<file path="config.mk">
export PLATFORM = sky130hd
export DESIGN_NAME = regfile_write_arbiter
export DESIGN_NICKNAME = d
export VERILOG_FILES = /design/src/rtl/regfile_write_arbiter.sv
export SDC_FILE = /design/constraint.sdc
export NUM_CORES = 1
export LEC_CHECK = 0
export ABC_AREA = 1
export CORE_UTILIZATION = 30
export CTS_CLUSTER_DIAMETER = 50
export DETAILED_ROUTE_END_ITERATION = 10
export DONT_BUFFER_PORTS = 1
export PLACE_DENSITY = 0.55
export SYNTH_ARGS = -nofsm -noshare
export SYNTH_HDL_FRONTEND = slang
export SYNTH_SLANG_ARGS = --single-unit
</file>
<file path="constraint.sdc">
create_clock -name clk -period 1.9 [get_ports clk]
set_input_delay 0.38 -clock clk [delete_from_list [all_inputs] [get_ports clk]]
set_output_delay 0.38 -clock clk [all_outputs]
set_load 0.01 [all_outputs]
</file>
<file path="src/rtl/regfile_write_arbiter.sv">
// Two-requester register-file write arbiter with one-cycle write latency and a pending scoreboard.
// Define REGARB_ROUND_ROBIN_EN for round-robin arbitration; fixed priority (A wins) otherwise.
module regfile_write_arbiter (
  input  logic       clk,
  input  logic       rst,
  input  logic       stall,
  input  logic       a_valid,
  input  logic [2:0] a_addr,
  input  logic [7:0] a_data,
  output logic       a_ready,
  input  logic       b_valid,
  input  logic [2:0] b_addr,
  input  logic [7:0] b_data,
  output logic       b_ready,
  output logic       rf_enable,
  output logic [2:0] rf_addr,
  output logic [7:0] rf_data,
  input  logic [2:0] rd_addr1,
  input  logic [2:0] rd_addr2,
  output logic       rd_hazard1,
  output logic       rd_hazard2,
  output logic [7:0] pending
);

  logic       open;
  logic       gnt_a, gnt_b, xfer;
  logic [2:0] x_addr;
  logic [7:0] x_data;
  logic [7:0] set_mask, clr_mask;

  // Readies are gated by reset so nothing is accepted in a reset cycle.
  assign open = rst & ~stall;

`ifdef REGARB_ROUND_ROBIN_EN
  logic ptr;  // 0: A preferred, 1: B preferred

  assign a_ready = open & (~ptr | ~b_valid);
  assign b_ready = open & ( ptr | ~a_valid);

  always_ff @(posedge clk) begin
    if (!rst)
      ptr <= 1'b0;
    else if ((gnt_a & ~ptr) | (gnt_b & ptr))
      ptr <= ~ptr;
  end
`else
  assign a_ready = open;
  assign b_ready = open & ~a_valid;
`endif

  assign gnt_a  = a_valid & a_ready;
  assign gnt_b  = b_valid & b_ready;
  assign xfer   = gnt_a | gnt_b;
  assign x_addr = gnt_a ? a_addr : b_addr;
  assign x_data = gnt_a ? a_data : b_data;

  always_comb begin
    set_mask = 8'd0;
    clr_mask = 8'd0;
    if (xfer)      set_mask = 8'd1 << x_addr;
    if (rf_enable) clr_mask = 8'd1 << rf_addr;
  end

  // A same-edge set wins over the clear of the write draining this cycle.
  always_ff @(posedge clk) begin
    if (!rst) begin
      rf_enable <= 1'b0;
      rf_addr   <= 3'd0;
      rf_data   <= 8'd0;
      pending   <= 8'd0;
    end else begin
      rf_enable <= xfer;
      pending   <= (pending & ~clr_mask) | set_mask;
      if (xfer) begin
        rf_addr <= x_addr;
        rf_data <= x_data;
      end
    end
  end

  assign rd_hazard1 = pending[rd_addr1] | (xfer & (x_addr == rd_addr1));
  assign rd_hazard2 = pending[rd_addr2] | (xfer & (x_addr == rd_addr2));

endmodule
</file>
==> results_dict.tcl, run 1 <==
set metrics [dict create \
    outcome "complete, no violations" \
    p_per_area_nw_per_um2 704 \
    fin_skew_ns 0.00286 \
    crit_path_start "stall" \
    rsz0062_at_grt "false" \
    rows 22 \
    reg2reg_depth 5 \
    use_met2 0.260 \
    gp_congestion 0.781 \
    power_leakage_nw 0.542 \
    mostFrequentLayoutCells "43 x nand2_1, 30 x nor2_1, 26 x o21ai_0" \
    grt_pass1_vias 1111 \
    syn_inst 189 \
    setup_violations 0 \
    cts.sinks 20 \
    chipWidth_um 65.2 \
    syn_nets 222 \
    slew_violations 0 \
    finalInstanceArea_um2 1300 \
    cts_hold_buf 0 \
    crit_fanout 10 \
    via_count 1199 \
    required_ns 1.52 \
    yosys_warnings 0 \
    fin_tns_setup_ns 0 \
    wl_per_cell_um 13.2 \
    use_met3 0.0417 \
    period_share 0.872 \
    fillers 436 \
    start_kind "primary input" \
    antenna_found_initial 0 \
    grt_max_degree 19 \
    mostFrequentLayoutCell "nand2_1" \
    min_to "rf_addr[1]$_SDFFE_PN0P_" \
    io_pins 57 \
    use_met1 0.188 \
    postCtsSetupBuffers 0 \
    vdd_ir_drop_max_uv 165 \
    antennaDiodeCount 0 \
    finalHoldViolations 0 \
    busiest_layer "met2" \
    avgViaCountPerCell 5.06 \
    regToRegEndpoint "pending[7]$_SDFF_PN0_" \
    grt_pass1_wl_um 5120 \
    ys_ff_latch 20 \
    netlist_area_um2 1200 \
    firstDrtPassIters 4 \
    arrival_ns 1.28 \
    dieArea_um2 4260 \
    hold_path_depth 2 \
    ant_nets 0 \
    cts_resized 0 \
    worstSetupEndpointType "output pin" \
    io_buffers 0 \
    cts_root_buf "clkbuf_8" \
    drc 0 \
    fmax_mhz 604 \
    drtIter0Drc 105 \
    overflow 0 \
    hp-start "rst" \
    yosysTopAreaCellShare 0.334 \
    start_util 0.321 \
    wl_um 3140 \
    h-tree-depth 1 \
    clk_latency_ns 0.26 \
    die_y_um 65.2 \
    holdCritPathClass "primary input to flop" \
    cts_tree "built" \
    rr_startpoint "rf_addr[1]$_SDFFE_PN0P_" \
    grt_use_total 0.158 \
    cts_buffer_depth 2 \
    nets 223 \
    place_area_um2 1240 \
    worst-setup-path-type "primary input to output pin" \
    synth.area.top_cells "dfxtp_1 33%, nand2_1 13%, o21ai_0 11%" \
    synth.avg_cell_area_um2 6.35 \
    multi_input_area_um2 697 \
    clkTransAtPathRegs_ns 0.07 \
    yosysSeqAreaShare 0.334 \
    cts-buffers-inserted 3 \
    layout-drive-gt1-share 0.0899 \
    regArea_um2 400 \
    slew_headroom 0.674 \
    area_delta_synth_final_pct 8.13 \
    dp_hpwl_um 2460 \
    core_area_um2 3740 \
    yosysTopAreaCell "dfxtp_1" \
    tightestPinTransition_ns 0.486 \
    r2r_slack_ns 0.90 \
    max_cap_violations 0 \
    period_needed_ns 1.66 \
    synth_cell_types 23 \
]
[critical path, stage by stage]
cell and delay (ns):
inv_1 0.15, nand2_2 0.14, nor2_8 0.18, nand3_1 0.11, o21ai_0 0.16, nand2_1 0.07, nand2_1 0.10
[where the power goes]
part	total, W	internal, W	switching [W]
combinational	0.000133	0.0000462	0.0000871
clock	0.000319	0.000184	0.000135
sequential	0.000461	0.000436	0.0000248
total	0.000914	0.000667	0.000247
[worst max path at each step]
stage,end,slack [ns],cells past startpoint
after floorplan,rd_hazard1,0.30,9
after global placement,rd_hazard2,0.27,7
after detailed placement,rd_hazard1,0.23,7
after CTS,rd_hazard1,0.22,7
after global routing,rd_hazard2,0.10,9
final,rd_hazard1,0.24,7
[sequential cells by signal, summed over array words and instances, names as in the netlist]
name and cells:
rf_enable 1, rf_data 8, rf_addr 3, pending 8
[synthesized netlist by cell type]
library cell  instances
a211oi_2              1
inv_2                 1
nand2_1              43
nand2_2               2
nor2_1               30
o21ai_0              26
nor2_8                1
a21oi_2               1
o21ai_1               1
buf_6                 1
nor2_2                2
o211ai_1              6
nand3_2               1
nand4_1               4
inv_4                 1
clkbuf_1              3
clkinv_1              1
inv_1                15
nand3_1              10
a21oi_1              16
buf_2                 2
nor2_4                1
dfxtp_1              20
[layout make-up]
cell class / instances / share of cell area
Multi-Input combinational cell: 145 / 0.537
Sequential cell: 20 / 0.309
Inverter: 18 / 0.0540
Tap cell: 48 / 0.0463
Clock buffer: 4 / 0.0424
Timing Repair Buffer: 2 / 0.0116
[stage by stage]
stage / std cells / util / setup slack [ns] / total power (W) / hold slack (ns)
CTS: 237 / 0.347 / 0.224 / 0.000928 / 0.250
detailed placement: 233 / 0.332 / 0.228 / 0.000605 / 0.511
global route: 237 / 0.347 / 0.102 / 0.000964 / 0.252
finish: 237 / 0.347 / 0.244 / 0.000914 / 0.256
global placement: 233 / 0.332 / 0.268 / 0.000606 / 0.504
floorplan: 189 / - / 0.297 / 0.000584 / 0.487
[routing by layer]
layer  vias up  share of wire  routed length, um
li1        624              -                  -
met1       534           0.44               1370
met2        37           0.46               1460
met3         4          0.077                243
met4         0          0.019                 59
met5         -              0                  0
[logic make-up after synthesis]
| group | share of synthesized area |
|---|---|
| AOI/OAI and AO/OA | 0.235 |
| buffers and inverters | 0.0855 |
| DFF | 0.334 |
| and+or+nand+nor | 0.346 |
No activity file was read; power rests on OpenSTA's default activity.
==> run 2: changes to the inputs <==
Clock period 1.9 ns to 2 ns, I/O delays scaled along.
==> run 2 against run 1 <==
  * Design area did not move
  * Die area stayed put
  * Combinational power decreased by 5%
  * Register-to-register slack improved by 0.09 ns
  * Critical path type unchanged
  * Utilization did not move
  * Critical endpoint unchanged
  * Largest cell class unchanged
  * Count of clock-buffer cells in the layout unchanged
  * Clock power decreased by 5%
  * Via count is 0.67% higher
  * Power down 4.9%
==> results_dict.tcl, run 2 (same netlist as run 1, synthesis figures left out) <==
set metrics [dict create \
    period_share 0.858 \
    fin_tns_setup_ns 0 \
    crit_fanout 10 \
    area_delta_synth_final_pct 8.13 \
    reg2reg_depth 5 \
    grt_max_degree 19 \
    cts_buffer_depth 2 \
    antennaDiodeCount 0 \
    avgViaCountPerCell 5.09 \
    worstSetupEndpointType "output pin" \
    cts_tree "built" \
    via_count 1207 \
    rows 22 \
    overflow 0 \
    cts_hold_buf 0 \
    firstDrtPassIters 4 \
    period_needed_ns 1.72 \
    gp_congestion 0.825 \
    rsz0062_at_grt "false" \
    grt_pass1_wl_um 5260 \
    cts-buffers-inserted 3 \
    grt_use_total 0.160 \
    clk_latency_ns 0.25 \
    layout-drive-gt1-share 0.0899 \
    finalInstanceArea_um2 1300 \
    clkTransAtPathRegs_ns 0.07 \
    start_util 0.321 \
    wl_um 3130 \
    chipWidth_um 65.2 \
    ant_nets 0 \
    reg_top3 "pending: 8 flops, rf_data: 8 flops, rf_addr: 3 flops" \
    tightestPinTransition_ns 0.481 \
    start_kind "primary input" \
    power_leakage_nw 0.542 \
    postCtsSetupBuffers 0 \
    worst-setup-path-type "primary input to output pin" \
    max_cap_violations 0 \
    cts_root_buf "clkbuf_8" \
    io_buffers 0 \
    dieArea_um2 4260 \
    nets 223 \
    mostFrequentLayoutCell "nand2_1" \
    place_area_um2 1240 \
    slew_violations 0 \
    outcome "complete, no violations" \
    die_y_um 65.2 \
    h-tree-depth 1 \
    antenna_found_initial 0 \
    fmax_mhz 582 \
    required_ns 1.60 \
    cts_resized 0 \
    vdd_ir_drop_max_uv 181 \
    drc 0 \
    wl_per_cell_um 13.2 \
    dp_hpwl_um 2450 \
    core_area_um2 3740 \
    finalHoldViolations 0 \
    holdCritPathClass "primary input to flop" \
    slew_headroom 0.677 \
    io_pins 57 \
    hold_path_depth 2 \
    drtIter0Drc 83 \
    grt_pass1_vias 1172 \
    mostFrequentLayoutCells "43 x nand2_1, 30 x nor2_1, 26 x o21ai_0" \
    fin_skew_ns 0.00281 \
    p_per_area_nw_per_um2 670 \
    arrival_ns 1.32 \
    cts.sinks 20 \
    setup_violations 0 \
]
[run 2: cell counts in the layout (fill, tap and decap cells not counted)]
No cell type changed its count.
[run 2: final cells by class]
| cell class | instances | area, um2 |
|---|---|---|
| multi-input cells | 145 | 697 |
| clock buffers | 4 | 55.1 |
| repair buffers | 2 | 15.0 |
| inverters | 18 | 70.1 |
| flip-flops and latches | 20 | 400 |
| well taps | 48 | 60.1 |
| fillers | 440 | 2450 |
[run 2: metal layers]
| layer | track usage | part of all wire | vias to the layer above |
|---|---|---|---|
| li1 | - | - | 629 |
| met1 | 0.192 | 0.44 | 530 |
| met2 | 0.260 | 0.46 | 44 |
| met3 | 0.0451 | 0.078 | 4 |
| met4 | 0.0788 | 0.015 | 0 |
| met5 | 0 | 0 | - |
[run 2: path summary, 6_finish.rpt]
check | start | end | slack [ns]
setup / recovery | stall | rd_hazard1 | 0.28
hold / removal | rst | rf_addr[0]$_SDFFE_PN0P_ | 0.28
setup reg to reg | rf_enable$_SDFF_PN0_ | pending[7]$_SDFF_PN0_ | 0.99
hold reg to reg | rf_data[2]$_SDFFE_PN0P_ | rf_data[2]$_SDFFE_PN0P_ | 0.51
[run 2: per-stage QoR]
step / hold WS, ns / power (W) / util / setup WS (ns) / cells
after detailed placement: 0.512 / 0.000575 / 0.332 / 0.281 / 233
final: 0.283 / 0.000869 / 0.347 / 0.283 / 237
after floorplan: 0.487 / 0.000555 / - / 0.357 / 189
after global placement: 0.502 / 0.000576 / 0.332 / 0.322 / 233
after global routing: 0.289 / 0.000921 / 0.347 / 0.137 / 237
after CTS: 0.278 / 0.000879 / 0.347 / 0.273 / 237
[run 2: worst max-delay path, stage by stage]
cell and delay, ns:
inv_1 0.15, nand2_2 0.14, nor2_8 0.18, nand3_1 0.11, o21ai_0 0.16, nand2_1 0.07, nand2_1 0.10
[run 2: report_power, final]
group	internal, W	switching [W]	leakage [nW]
combinational	0.0000439	0.0000833	0.350
sequential	0.000414	0.0000238	0.163
clock	0.000175	0.000129	0.0288
total	0.000633	0.000236	0.542
